[src/rtl/multi_pkg.sv]
// Shared types and default constants for the multi-cycle start/done initiator.
package multi_pkg;

  localparam int MULTI_WIDTH   = 32;
  localparam int MULTI_TIMEOUT = 15;

  typedef enum logic [1:0] {
    IDLE,
    START,
    WAIT,
    RESP
  } multi_state_t;

endpackage

[src/rtl/multi_initiator_if.sv]
// Request, device and response signals of multi_initiator. The initiator uses
// the master modport; the producer/device/consumer side uses the slave modport.
interface multi_initiator_if #(
  parameter int WIDTH = multi_pkg::MULTI_WIDTH
);

  logic             req_valid;
  logic             req_ready;
  logic [WIDTH-1:0] req_data;
  logic             dev_start;
  logic [WIDTH-1:0] dev_in;
  logic             dev_done;
  logic [WIDTH-1:0] dev_out;
  logic             resp_valid;
  logic             resp_ready;
  logic [WIDTH-1:0] resp_data;
  logic             resp_timeout;

  modport master (
    input  req_valid, req_data, dev_done, dev_out, resp_ready,
    output req_ready, dev_start, dev_in, resp_valid, resp_data, resp_timeout
  );

  modport slave (
    output req_valid, req_data, dev_done, dev_out, resp_ready,
    input  req_ready, dev_start, dev_in, resp_valid, resp_data, resp_timeout
  );

endinterface

[src/rtl/multi_initiator.sv]
// Single-issue initiator: request -> one-cycle dev_start -> wait for dev_done -> response.
// Optional WAIT watchdog is compiled in with `define MULTI_INITIATOR_TIMEOUT_EN.
module multi_initiator
  import multi_pkg::*;
#(
  parameter int WIDTH   = MULTI_WIDTH,
  parameter int TIMEOUT = MULTI_TIMEOUT
) (
  input logic              clock,
  input logic              reset,
  multi_initiator_if.master bus
);

  if (TIMEOUT < 1) begin : g_bad_timeout
    $error("multi_initiator: TIMEOUT must be at least 1");
  end

  multi_state_t     state_q, state_d;
  logic [WIDTH-1:0] operand_q, operand_d;
  logic [WIDTH-1:0] result_q, result_d;

`ifdef MULTI_INITIATOR_TIMEOUT_EN
  localparam int CNT_W = $clog2(TIMEOUT + 1);

  logic [CNT_W-1:0] cnt_q, cnt_d;
  logic             timeout_q, timeout_d;

  always_ff @(posedge clock or posedge reset) begin
    if (reset) begin
      cnt_q     <= '0;
      timeout_q <= 1'b0;
    end else begin
      cnt_q     <= cnt_d;
      timeout_q <= timeout_d;
    end
  end
`endif

  // NOTE: sequential state uses non-blocking assignments so every register
  // samples the pre-edge value of every other register.
  always_ff @(posedge clock or posedge reset) begin
    if (reset) begin
      state_q   <= IDLE;
      operand_q <= '0;
      result_q  <= '0;
    end else begin
      state_q   <= state_d;
      operand_q <= operand_d;
      result_q  <= result_d;
    end
  end

  // NOTE: every _d signal gets its hold value first, so no path can infer a latch.
  always_comb begin
    state_d   = state_q;
    operand_d = operand_q;
    result_d  = result_q;
`ifdef MULTI_INITIATOR_TIMEOUT_EN
    cnt_d     = cnt_q;
    timeout_d = timeout_q;
`endif
    unique case (state_q)
      IDLE: begin
        if (bus.req_valid) begin
          operand_d = bus.req_data;
          state_d   = START;
        end
      end
      START: begin
`ifdef MULTI_INITIATOR_TIMEOUT_EN
        cnt_d = '0;
`endif
        state_d = WAIT;
      end
      WAIT: begin
        if (bus.dev_done) begin
          result_d = bus.dev_out;
`ifdef MULTI_INITIATOR_TIMEOUT_EN
          timeout_d = 1'b0;
`endif
          state_d = RESP;
        end
`ifdef MULTI_INITIATOR_TIMEOUT_EN
        // The counter leaves WAIT on reaching TIMEOUT, so it can never wrap.
        else if (cnt_q == CNT_W'(TIMEOUT)) begin
          result_d  = '0;
          timeout_d = 1'b1;
          state_d   = RESP;
        end else begin
          cnt_d = cnt_q + CNT_W'(1);
        end
`endif
      end
      RESP: begin
        if (bus.resp_ready) state_d = IDLE;
      end
      default: state_d = IDLE;
    endcase
  end

  assign bus.req_ready  = (state_q == IDLE);
  assign bus.dev_start  = (state_q == START);
  assign bus.dev_in     = operand_q;
  assign bus.resp_valid = (state_q == RESP);
  assign bus.resp_data  = result_q;
`ifdef MULTI_INITIATOR_TIMEOUT_EN
  assign bus.resp_timeout = timeout_q;
`else
  assign bus.resp_timeout = 1'b0;
`endif

endmodule

[src/flat_wrapper.sv]
// flat-port wrapper written by rule: the top's interface ports become plain ports
module multi_initiator_flat import multi_pkg::*;
#(
  parameter int WIDTH   = MULTI_WIDTH,
  parameter int TIMEOUT = MULTI_TIMEOUT
)
  (clock, reset, bus_req_valid, bus_req_data, bus_dev_done, bus_dev_out, bus_resp_ready, bus_req_ready, bus_dev_start, bus_dev_in, bus_resp_valid, bus_resp_data, bus_resp_timeout);
  multi_initiator_if #(.WIDTH(WIDTH)) bus_i ();
  input logic clock;
  input logic reset;
  input wire logic [$bits(bus_i.req_valid)-1:0] bus_req_valid;
  input wire logic [$bits(bus_i.req_data)-1:0] bus_req_data;
  input wire logic [$bits(bus_i.dev_done)-1:0] bus_dev_done;
  input wire logic [$bits(bus_i.dev_out)-1:0] bus_dev_out;
  input wire logic [$bits(bus_i.resp_ready)-1:0] bus_resp_ready;
  output wire logic [$bits(bus_i.req_ready)-1:0] bus_req_ready;
  output wire logic [$bits(bus_i.dev_start)-1:0] bus_dev_start;
  output wire logic [$bits(bus_i.dev_in)-1:0] bus_dev_in;
  output wire logic [$bits(bus_i.resp_valid)-1:0] bus_resp_valid;
  output wire logic [$bits(bus_i.resp_data)-1:0] bus_resp_data;
  output wire logic [$bits(bus_i.resp_timeout)-1:0] bus_resp_timeout;
  assign bus_i.req_valid = bus_req_valid;
  assign bus_i.req_data = bus_req_data;
  assign bus_i.dev_done = bus_dev_done;
  assign bus_i.dev_out = bus_dev_out;
  assign bus_i.resp_ready = bus_resp_ready;
  assign bus_req_ready = bus_i.req_ready;
  assign bus_dev_start = bus_i.dev_start;
  assign bus_dev_in = bus_i.dev_in;
  assign bus_resp_valid = bus_i.resp_valid;
  assign bus_resp_data = bus_i.resp_data;
  assign bus_resp_timeout = bus_i.resp_timeout;
  multi_initiator #(.WIDTH(WIDTH), .TIMEOUT(TIMEOUT)) u_core (.clock(clock), .reset(reset), .bus(bus_i));
endmodule
[config.mk]
export PLATFORM = sky130hd
export DESIGN_NAME = multi_initiator_flat
export DESIGN_NICKNAME = d
export VERILOG_FILES = /design/src/rtl/multi_pkg.sv /design/src/rtl/multi_initiator_if.sv /design/src/rtl/multi_initiator.sv /design/src/flat_wrapper.sv
export SDC_FILE = /design/constraint.sdc
export NUM_CORES = 1
export LEC_CHECK = 0
export ABC_AREA = 1
export CORE_ASPECT_RATIO = 1.75
export CORE_MARGIN = 5
export CORE_UTILIZATION = 62
export CTS_CLUSTER_DIAMETER = 40
export DETAILED_ROUTE_END_ITERATION = 8
export DONT_BUFFER_PORTS = 1
export PLACE_DENSITY_LB_ADDON = 0.1
export RECOVER_POWER = 25
export SKIP_LAST_GASP = 1
export SLEW_MARGIN = 40
export SYNTH_ARGS = -nofsm -noshare
export SYNTH_HDL_FRONTEND = slang
export SYNTH_SLANG_ARGS = --single-unit
[constraint.sdc]
create_clock -name clock -period 2.9 [get_ports clock]
set_clock_uncertainty 0.1 [all_clocks]
set_input_delay 0.58 -clock clock [delete_from_list [all_inputs] [get_ports clock]]
set_output_delay 0.58 -clock clock [all_outputs]
set_load 0.1 [all_outputs]
==> Yosys cells after proc, flatten, opt, wreduce, memory -nomap -nowiden <==
Cells that the tools add are included.
{ "word_totals": {"ff_bits": 66, "inputBits": 69, "wordCells": 17} }
{ "classes": {"n_eq_ne": 6, "reduce_logical": 4, "n_mux": 4} }
{ "ops": {"columns": ["cell", "count"], "rows": [
  ["$pmux 2 s4", 1],
  ["$mux 2", 3],
  ["$ne 2x2->1 const B", 3],
  ["$eq 2x2->1 const B", 2],
  ["$reduce_and 2->1", 2],
  ["$reduce_and 3->1", 1],
  ["$eq 2x1->1 const B", 1],
  ["$logic_not 2->1", 1]
]} }

==> Logic depth before layout (Yosys ltp) <==
Gate-level depths: netlist of run 1.
{ "depth": {"ltp_word": 3, "mapped_depth": 7} }

==> Least setup slack after synthesis of run 1 <==
Ideal clock, no wire load.
{ "synth_path": {"path_kind": "flip-flop to flip-flop", "start": "register u_core.state_q[0]", "end": "register u_core.operand_q[0], in the netlist u_core.bus.dev_in[0]", "setup_time_ns": 0.121, "setup_slack_ns": 0.842, "path_stages_with_launch": 8, "t_arrival_ns": 1.837, "cell_sequence": "dfrtp_1 -> inv_1 -> ha_1 -> buf_6 -> nand2_8 -> buf_12 -> nand2_2 -> nand2_1"} }
{ "synth_via": {"elab_chain_cells": 2} }
{ "synth_lines": {"columns": ["element", "line", "text"], "rows": [
  ["from (decl)", "multi_initiator.sv:18", "multi_state_t state_q, state_d;"],
  ["from (signal assigned)", "multi_initiator.sv:47", "state_q <= state_d;"],
  ["$logic_not 2->1", null, null],
  ["via bus_req_ready", "flat_wrapper.sv:16", "output wire logic [$bits(bus_i.req_ready)-1:0] bus_req_ready;"],
  ["$reduce_and 2->1 (no source line)", null, null],
  ["to (signal assigned)", "multi_initiator.sv:48", "operand_q <= operand_d;"],
  ["to (decl)", "multi_initiator.sv:19", "logic [WIDTH-1:0] operand_q, operand_d;"]
]} }
The timed path passes the listed nets, and every way through them passes these cells.
A chain may end at the register's enable or synchronous reset.

==> Worst setup path in the final report of run 1 <==
{ "layout_path": {"start": "register u_core.state_q[0]", "end": "output bus_req_ready"} }
{ "layout_via": {"elab_chain_cells": 1} }
{ "layout_lines": {"columns": ["element", "line", "text"], "rows": [
  ["$logic_not 2->1", "multi_initiator.sv:101", "assign bus.req_ready = (state_q == IDLE);"],
  ["to (decl)", "flat_wrapper.sv:16", null]
]} }
No other way between the ends.

==> results, run 1 <==
- The overflow left after global routing is 0.
- The worst setup path is launched from a register.
- The worst setup path is of the reg2out kind.
- Once detailed placement completed, the half-perimeter wirelength came to 4.48 mm.
- The first global-routing pass estimated 9.71 mm of wire.
- The core region is 4620 µm².
- The H-tree was split into 3 levels.
- After detailed routing, the number of remaining DRC violations is 0.
- Yosys attributes the largest share of cell area to dfrtp_1 (56%), nand2_1 (15%), nand3_1 (11%).
- The count of antenna diodes in the layout is 0.
- dfrtp_1 takes more of the synthesized area than any other cell.
- Global routing consumed, on the met1 layer, 24.8% of the routing resources.
- The via count of the first global-routing pass is 2014.
- For the pin with the worst max-slew slack, the measured transition is 1570 ps.
- Setup violations remaining at the end of the flow were counted as 0.
- The share of the clock period used by the worst path after layout is 71.0%.
- The met2 track demand over resource is 33.3%.
- The area fraction of the dominant cell type after synthesis is 56.4%.
- The total die area is 6250 µm².
- Of the synthesized area, sequential elements account for 56.4%.
- Clock latency on the worst-skew pair, taken at its later pin, is 320 ps.
- Setup repair after global routing left no endpoint under its margin.
- The largest individual stage delay along the critical path comes from the cell ha_2.
- In this design, the stage delay of the slowest critical-path cell is 550 ps.
- In the layout the commonest cells are nand2_1 (120), nand3_1 (64), dfrtp_2 (61).
- The final total negative setup slack is 0 ps.
- The largest net degree at the start of global routing is 67.
- The routed layout has 1995 vias.
- The maximum count of clock buffers along a single path is 2.
- After the last flow step, the layout net total stands at 380.
- The total routing usage reported by global routing is 20.8%.
- The number of synthesized register bits is 66.
- In this run the horizontal extent of the chip is 61.9 µm.
- The number of max-cap violations is 1.
- The arrival time of the worst setup path is 1380 ps.
- STA puts the critical path data required time at 2220 ps.
- The tightest min-delay check is of the in2reg type.
- In the routed layout, each cell is associated on average with a via count of 5.48.
- In the global route stage, met3 resource usage came out at 7.56%.
- Post-CTS repair changed the size of 0 cells.
- Synthesis produced a netlist with a net count of 380.
- The biggest fanout along the worst timing path is 4.
- Measured against its own limit, the worst slew margin works out to -4.38%.
- The clock period minus worst slack is 2060 ps.
- The first detailed-routing pass took 4 iterations.
- The TritonCTS clock tree is done.
- The tree is rooted in a clkbuf_8.
- The max-slew violation count is 67.
- Counting both buffers and inverters, the worst setup path holds a total of 1.
- The total wire length is 6.21 mm.
- The die span in y is 101 µm.
- For this run, the number of Yosys warnings is 0.
- The number of hold violations in the final report is 0.
- The number of setup buffers added after CTS is 0.
- The global placer's final weighted congestion is 0.786.
- The detail route stage leaves a number of antenna-violating nets equal to 0.
- The flow ran to the end, but the final reports show violations.
- The final reports fail on capacitance limit, slew limit.
- The clock transition at the registers of the reported paths is 80 ps.
- Traced cell by cell, the critical path runs through inv_1, ha_2.
- Synthesis handed over a netlist of 307 instances.
- The initial utilization of the core area, before any placement, comes to 63.3%.
- The detailed router finished its first iteration with 111 violations.
- The number of CTS-inserted buffers is 9.
- The distinct cell type count after synthesis is 15.
- The share of post-route cells with drive strength above 1 is 33.3%.
- After clock tree synthesis, the flow added hold-fix buffers numbering 0.
- 137 I/O pins were placed.
- From synthesis to final layout, the design area changed by 7.18%.
- The initial antenna violation count is 0.
- The maximum clock frequency is 486 MHz.
- Grouping stages by cell kind, the critical path spends the most delay in adder cells.
- The average instance in the mapped netlist occupies 9.54 µm².
- The worst setup path is captured at an output port.
- The per-cell routed wire length is 17.1 µm.
- The routing layer with the top usage in global route is met2.
- The library cell used most frequently in the layout, excluding fill and tap cells, is nand2_1.
- The site row count is 33.
- The mapped cell area is 2930 µm².
- CTS saw 66 sinks.
- The count of buffers inserted at the top-level ports is 0.
==> cells in the mapped netlist (all sizes together) <==
cell type	number
nand2	138
ha	4
nand4	2
buf	22
inv	8
conb	1
clkbuf	1
nand3	65
dfrtp	66
==> layout make-up <==
class                      count  area, µm²
clock buffer                  13        149
sequential                    66       1730
multi-input combinational    210        990
inverter                       8       30.0
clock inverter                 3       40.0
tap                           52       65.1
fill                         383       1490
timing repair buffer          12        136
==> sequential cells by signal (all words and copies together) (netlist names) <==
| signal | cells |
|---|---|
| u_core.bus.resp_data | 32 |
| u_core.state_q | 2 |
| u_core.bus.dev_in | 32 |
==> path summary, 6_finish.rpt <==
| kind | slack, ps | endpoint | depth (start not counted) | start |
|---|---|---|---|---|
| max | 840 | bus_req_ready | 2 | u_core.state_q[0]$_DFFE_PP0P_ |
| max in group asynchronous | 1050 | u_core.bus.dev_in[17]$_DFFE_PP0P_ | 2 | reset |
| min reg2reg | 450 | u_core.state_q[1]$_DFFE_PP0P_ | 2 | u_core.state_q[1]$_DFFE_PP0P_ |
| min in group asynchronous | 590 | u_core.bus.dev_in[11]$_DFFE_PP0P_ | 2 | reset |
| min | 270 | u_core.bus.resp_data[14]$_DFFE_PP0P_ | 2 | bus_dev_out[14] |
| max reg2reg | 880 | u_core.bus.dev_in[29]$_DFFE_PP0P_ | 6 | u_core.state_q[0]$_DFFE_PP0P_ |
==> cells by family (layout without fill, tap and decap cells) <==
group	count (synthesis)	after routing	share of synthesized area (%)
AND/OR/NAND/NOR	205	205	31.9
other	1	1	0.128
adder cells (fa/ha/maj)	4	4	1.71
flip-flops	66	66	56.4
buffers and inverters	31	36	9.87
==> metal layers <==
| metal | routed length, µm | part of all wire, % |
|---|---|---|
| met1 | 2130 | 34 |
| met2 | 3290 | 53 |
| met3 | 656 | 11 |
| met4 | 138 | 2.2 |
| met5 | 0 | 0 |
==> per-stage QoR <==
step | utilization (%) | hold WS [ps] | area [µm²] | instances | setup WS (ps)
after detailed placement | 63.4 | 451 | 2930 | 348 | 876
final | 67.9 | 273 | 3140 | 364 | 841
after floorplan | - | 397 | 2930 | 307 | 565
after CTS | 67.5 | 112 | 3120 | 364 | 824
after global routing | 67.9 | 269 | 3140 | 364 | 664
after global placement | 60.4 | 418 | 2790 | 342 | 945
Power of run 1 is not shown: default switching activity piles up to over one toggle a cycle in this logic, so the estimate is an artifact.
==> run 2, diff against run 1 <==
--- a/config.mk
+++ b/config.mk
@@ -8,7 +8,7 @@
 export ABC_AREA = 1
 export CORE_ASPECT_RATIO = 1.75
 export CORE_MARGIN = 5
-export CORE_UTILIZATION = 62
+export CORE_UTILIZATION = 56
 export CTS_CLUSTER_DIAMETER = 40
 export DETAILED_ROUTE_END_ITERATION = 8
 export DONT_BUFFER_PORTS = 1
==> constraint.sdc (replaced) <==
create_clock -name clock -period 1.85 [get_ports clock]
set_clock_uncertainty 0.1 [all_clocks]
set_input_delay 0.37 -clock clock [delete_from_list [all_inputs] [get_ports clock]]
set_output_delay 0.37 -clock clock [all_outputs]
set_load 0.1 [all_outputs]
==> run 2 against run 1 <==
Compared with the run above: the flow now finishes without violations; routed wire length increased by 5.9%; register-to-register slack got worse by 600 ps; die area increased by 9.3%; utilization decreased by 0.061 points; worst hold slack got worse by 210 ps; cell count increased by 18%; setup slack got worse by 790 ps; sequential share of layout area decreased by 7.9 points; count of clock-buffer cells in the layout decreased by 2.
==> results, run 2 (synthesis results as in run 1) <==
- The global placer's final weighted congestion is 0.749.
- The biggest fanout along the worst timing path is 4.
- For the worst flop-to-flop path, the logic depth is 5.
- Before antenna repair, the detailed router went through 4 iterations.
- The layout overhead on the synthesized area is 19.7%.
- The clock transition at the registers of the reported paths is 70 ps.
- The commonest non-fill, non-tap cell in the layout is nand2_1.
- The launch point of the worst reg-to-reg path is u_core.state_q[0]$_DFFE_PP0P_.
- Of the cells placed in the final design, the portion with a size suffix greater than 1 is 29.4%.
- Setup repair after global routing could not meet its margin everywhere.
- The clock insertion delay at the later pin of the skew report is 330 ps.
- The count of endpoints failing setup in the final report is 0.
- The post-layout net count is 442.
- The number of max-cap violations is 0.
- The worst register-to-register path ends at u_core.bus.resp_data[13]$_DFFE_PP0P_.
- The core region is 5170 µm².
- The pin slew with the least headroom to its limit is 793 ps.
- For this run, design rule violations remaining after detail routing come to 0.
- On the final layout, the worst hold slack is 61.1 ps.
- After floorplanning, the core was divided into 35 placement rows.
- Buffers added to address setup during post-CTS repair amount to 0.
- The most critical setup path has its startpoint at u_core.state_q[1]$_DFFE_PP0P_.
- The type of element launching the critical path is a register.
- Detailed routing inserted a total of 2248 vias.
- The per-cell routed wire length is 15.3 µm.
- The worst setup path is captured at an output port.
- The overflow left after global routing is 0.
- The number of CTS-inserted buffers is 9.
- The worst hold path belongs to the class in2reg.
- In this run the horizontal extent of the chip is 64.7 µm.
- The worst path in the final design needs a cycle of 1800 ps, including I/O delays and setup.
- The arrival time of the worst setup path is 1330 ps.
- Counting the fill cells in the layout gives 452.
- The initial antenna violation count was 0.
- Using the TritonRoute via totals, the vias-per-cell ratio works out to 5.24.
- Clock tree synthesis found a total of 66 sinks.
- The maximum clock frequency is 557 MHz.
- In the layout the commonest cells are nand2_1 (120), buf_4 (69), dfrtp_1 (66).
- In the final layout, the multi-input gates occupy 1000 µm².
- The TritonCTS clock tree is done.
- After layout, the worst path uses 97.0% of the clock period.
- The largest net degree at the start of global routing is 35.
- In this run the deepest clock path goes through 2 buffers.
- The max-slew violation count is 0.
- For this block, the routed nets add up to 6.58 mm of wire.
- The total routing usage reported by global routing is 21.0%.
- The register area is 1650 µm².
- The initial standard-cell utilization of the core is 56.7%.
- The floorplan step defined a die boundary enclosing 6830 µm².
- The number of DRC violations after detailed-routing iteration 0 is 125.
- The H-tree depth is 3.
- The worst-case register-to-register setup slack is 280 ps.
- The run finished with clean final reports.
- 137 I/O pins were placed.
- In this run the remaining antenna-violating nets after routing total 0.
- The worst pin sits at a relative slew slack of 46.9%.
- The capture point of the worst path is bus_dev_start.
- The number of hold violations in the final report came to 0.
- The required time at the worst-slack endpoint is 1380 ps.
- The total half-perimeter wirelength after legalization and detailed placement is 4.79 mm.
- The first-pass GRT wire length is 11.1 mm.
- The tree is rooted in a clkbuf_8.
- The count of antenna diodes in the layout is 0.
- Input and output buffers added on the ports amount to 0.
- The end-of-flow core utilization is 67.8%.
- The die is 106 µm tall.
- The via count of the first global-routing pass is 2275.
- The classification of the worst setup path is reg2out.
==> run 2: changes by cell type in the layout (fill, tap and decap cells not counted), moves of 3 or more <==
cell and delta:
buf_16 -3, buf_4 +64, dfrtp_2 -61, dfrtp_1 +61
buf_1 -3
==> run 2: what timing repair did <==
item                       CTS  global route
setup endpoints to repair    0             1
hold endpoints to repair    16             0
hold buffers                 1             0
resized for setup            0             1
==> run 2: metal layers <==
metal  global-route usage, %  routed length (µm)  vias to the layer above
li1                        -                   -                     1094
met4                    9.98                 150                        0
met3                    5.54                 554                       13
met1                    24.5                2400                     1037
met5                       0                   0                        -
met2                    35.4                3470                      104
==> run 2: how the worst min path moves through the flow <==
stage | start | to | slack (ps) | cells after the start
finish | bus_dev_out[5] | u_core.bus.resp_data[5]$_DFFE_PP0P_ | 60 | 2
floorplan | u_core.state_q[1]$_DFFE_PP0P_ | u_core.state_q[1]$_DFFE_PP0P_ | 400 | 2
detailed placement | reset | u_core.bus.resp_data[19]$_DFFE_PP0P_ | 170 | 1
global placement | reset | u_core.bus.resp_data[19]$_DFFE_PP0P_ | 170 | 1
global route | bus_dev_out[5] | u_core.bus.resp_data[5]$_DFFE_PP0P_ | 40 | 2
CTS | bus_dev_out[5] | u_core.bus.resp_data[5]$_DFFE_PP0P_ | 50 | 2
==> run 2: cell type report <==
| cell class | count | area share [%] |
|---|---|---|
| Sequential cell | 66 | 47.1 |
| Tap cell | 55 | 1.96 |
| Clock buffer | 11 | 4.04 |
| Multi-Input combinational cell | 210 | 28.5 |
| Inverter | 8 | 0.893 |
| Clock inverter | 5 | 0.857 |
| Timing Repair Buffer | 74 | 16.6 |
==> run 2: metrics by stage <==
step	std cells	cell area, µm²	TNS, ps	worst slack [ps]
6_report	429	3500	0	54.8
2_1_floorplan	307	2930	0	46.7
3_3_place_gp	412	3330	0	398
5_1_grt	429	3500	-22.1	-22.1
4_1_cts	429	3510	0	18.6
3_5_place_dp	412	3330	0	338
==> run 2: worst max-delay path, cell delays in order (launching register included) <==
cell	delay (ps)
dfrtp_1	410
inv_1	130
ha_1	160
buf_4	280
Power of run 2 is left out for the same reason.
==> run 3, diff against run 2 <==
--- a/config.mk
+++ b/config.mk
@@ -5,10 +5,9 @@
 export SDC_FILE = /design/constraint.sdc
 export NUM_CORES = 1
 export LEC_CHECK = 0
-export ABC_AREA = 1
 export CORE_ASPECT_RATIO = 1.75
 export CORE_MARGIN = 5
-export CORE_UTILIZATION = 56
+export CORE_UTILIZATION = 52
 export CTS_CLUSTER_DIAMETER = 40
 export DETAILED_ROUTE_END_ITERATION = 8
 export DONT_BUFFER_PORTS = 1
==> constraint.sdc (replaced) <==
create_clock -name clock -period 1.65 [get_ports clock]
set_clock_uncertainty 0.1 [all_clocks]
set_input_delay 0.33 -clock clock [delete_from_list [all_inputs] [get_ports clock]]
set_output_delay 0.33 -clock clock [all_outputs]
set_load 0.1 [all_outputs]
==> run 3 against run 2 <==
Compared with the run above: the run now ends with setup timing left; critical path depth did not move; synthesized cell count decreased by 50%; global-route usage is 2.2 points lower; cell count is 32% lower; critical path type unchanged; critical endpoint unchanged.
==> results, run 3 <==
- The number of synthesized register bits is 66.
- The number of CTS-inserted buffers is 9.
- In this run the core area contains 35 standard-cell rows.
- By area, the combinational part of the netlist is dominated by multiplexers.
- Setup repair after global routing could not meet its margin everywhere.
- The synthesized netlist devotes 0.894% of its cell area to compound gates.
- The mux contribution to synthesized area is 34.2%.
- The via count of the first global-routing pass is 1823.
- The count of buffers inserted at the top-level ports is 0.
- The initial antenna violation count is 0.
- STA classifies the critical path startpoint as a register.
- The clock sink total is 66.
- The class of the most critical hold timing path is in2reg.
- For the pin with the worst max-slew slack, the measured transition is 955 ps.
- The global placer's final weighted congestion is 0.671.
- The classification of the worst setup path is reg2out.
- Sequential cells were found to cover 59.0% of the synthesized design area.
- The checks that failed: setup timing.
- The area growth from synthesis to layout is 38.9%.
- Wire segments on met2 add up to 3.56 mm in the final route.
- The first-pass GRT wire length is 9.66 mm.
- The floorplan core area is 5260 µm².
- Wires add up to 6.50 mm.
- The total half-perimeter wirelength after legalization and detailed placement is 4.71 mm.
- The count of endpoints failing setup in the final report is 1.
- Measured along the x axis, the die boundary spans 65.5 µm.
- Timing would allow up to 605 MHz.
- The depth of the worst register-to-register path is 4.
- The flow ran to the end, but the final reports show violations.
- Global routing consumed, over all layers together, 18.8% of the routing resources.
- The detailed-route wire length on metal 1 is 2.26 mm.
- The remaining max-slew budget at the tightest pin is 36.0%.
- The met3 wire length is 521 µm.
- The distinct cell type count after synthesis is 13.
- The later pin in the worst-skew pair is clocked with a latency of 330 ps.
- The maximum count of clock buffers along a single path is 2.
- The synthesized netlist occupies a cell area of 2800 µm².
- For the worst setup path, the data arrival time is 1220 ps.
- The TritonCTS clock tree is done.
- Summing the areas of all xor and xnor instances in the mapped netlist gives 0% of the synthesized area.
- Summing the areas of all and, or, nand and nor instances in the mapped netlist gives 0.670% of the synthesized area.
- After synthesis, the share of flip-flops with an asynchronous set or reset is 100%.
- The die span in y is 107 µm.
- Summed over all layers, the global routing overflow is 0.
- The cell depth of the worst hold path is 1.
- The library cell used most frequently in the layout, excluding fill and tap cells, is dfrtp_1.
- The mean number of vias per cell is 5.34.
- The clock tree synthesis step divided the H-tree into 3 levels.
- The average instance in the mapped netlist occupies 18.3 µm².
- After synthesis, the cell types taking the most area are dfrtp_1 (59%), mux2_4 (32%), buf_6 (2.4%).
- The detailed router used layers up to and including met4.
- After synthesis, the largest area contributor takes up 59.0% of total cell area.
- The post-synthesis cell count is 153.
- The synthesized design spends more area on one cell type than any other, namely dfrtp_1.
- Dividing the detail-routed wire length by the instance count gives 22.2 µm.
- By count the netlist is led by dfrtp_1 (66), mux2_4 (60), buf_6 (6).
- The worst setup margin is -3.82 ps.
- The initial standard-cell utilization of the core is 53.3%.
- 137 I/O pins were placed.
- Counting every net in the synthesized netlist gives 226.
- Of the cells placed in the final design, the portion with a size suffix greater than 1 is 70.2%.
- After detailed routing, the number of remaining DRC violations is 0.
- Of the available clock period, the critical path in the final layout requires 100%.
- The max-slew violation count is 0.
- After the last flow step, the layout net total stands at 307.
- dfrtp_1 is the most common cell in the netlist.
- 0 antenna diodes ended up in the layout.
- The clock transition at the registers of the reported paths is 70 ps.
- Among all flip-flop cells after synthesis, the most frequent one is dfrtp_1.
- The count of flip-flops with a built-in enable after synthesis is 0.
- Of the total synthesized cell area, the portion taken by full adders, half adders and majority gates is 1.79%.
- The sort of element at the end of the critical path is an output port.
- Leaving out fill and tap cells, the most frequent cells in the layout are dfrtp_1 (65), mux2_4 (61), buf_4 (51).
- The largest net degree at the start of global routing is 47.
- The number of hold violations in the final report is 0.
- The total die area is 7010 µm².
- For this run, the slowest stage of the critical path takes 430 ps.
- STA puts the critical path data required time at 1220 ps.
- The tool flagged a number of max-cap violations equal to 0.
- The clock period minus worst slack is 1650 ps.
- In this run the remaining antenna-violating nets after routing total 0.
- The number of DRC violations after detailed-routing iteration 0 is 52.
- For this run, the number of Yosys warnings is 0.
- The critical path goes through buf_6, ha_4, buf_12.
- The biggest fanout along the worst timing path is 4.
- The number of iterations in the first detailed-routing pass is 2.
- The final route contains 1565 vias.
- In this run the clock root is driven by a clkbuf_8.
- The end-of-flow core utilization is 74.0%.
- The slowest stage of the critical path is the dfrtp_1 cell.
[run 3: per-layer routing]
layer / vias up / global-route usage, %
li1: 689 / -
met3: 13 / 5.66
met2: 83 / 32.5
met4: 0 / 10.1
met1: 780 / 20.1
met5: - / 0
[run 3: worst paths after layout]
check / endpoint / slack (ps) / startpoint
max: bus_dev_start / -4 / u_core.state_q[0]$_DFFE_PP0P_
max in group asynchronous: u_core.state_q[1]$_DFFE_PP0P_ / 150 / reset
min: u_core.bus.resp_data[21]$_DFFE_PP0P_ / 40 / bus_dev_out[21]
max reg2reg: u_core.state_q[1]$_DFFE_PP0P_ / -4 / u_core.state_q[1]$_DFFE_PP0P_
min reg2reg: u_core.bus.dev_in[10]$_DFFE_PP0P_ / 470 / u_core.bus.dev_in[10]$_DFFE_PP0P_
min in group asynchronous: u_core.bus.resp_data[17]$_DFFE_PP0P_ / 510 / reset
[run 3: cell type report]
cell class                 count  area [µm²]
sequential                    66        1650
fill                         337        1370
multi-input combinational     75        1090
timing repair buffer          77         892
clock buffer                   9         124
tap                           55        68.8
clock inverter                 6        35.0
inverter                       5        22.5
[run 3: worst max-delay path: cells and delay by family, from the launching register on]
| kind | cells | cell delay (ps) |
|---|---|---|
| DFF | 1 | 430 |
| buffers and inverters | 2 | 300 |
| adders and majority gates | 1 | 160 |
[run 3: cells by family (layout without fill, tap and decap cells)]
kind of cell,Yosys count,in the layout
flip-flops,66,66
multiplexers,65,65
buffers and inverters,12,97
adder cells (fa/ha/maj),4,4
AND/OR/NAND/NOR,3,3
AO/OA/AOI/OAI,2,2
other,1,1
[run 3: through the flow]
step / setup TNS [ps] / std cells / setup slack (ps) / cell area (µm²) / hold slack (ps)
floorplan: -2000 / 153 / -97.4 / 2820 / 374
global placement: 0 / 272 / 34.5 / 3600 / 138
detailed placement: -222 / 272 / -43.8 / 3600 / 148
CTS: -173 / 291 / -52.9 / 3830 / 22.1
global route: -896 / 293 / -44.2 / 3890 / 25.2
finish: -3.82 / 293 / -3.82 / 3890 / 40.2
[run 3: repair_timing]
item                                    in CTS  in global routing
hold buffers                                 1                  0
resized for setup                            7                 11
buffers inserted                             2                  1
hold endpoints to repair                    20                  0
gates cloned                                 1                  1
endpoints found under the setup margin      36                 36
pin swaps                                    1                  2
Power of run 3 is left out for the same reason.
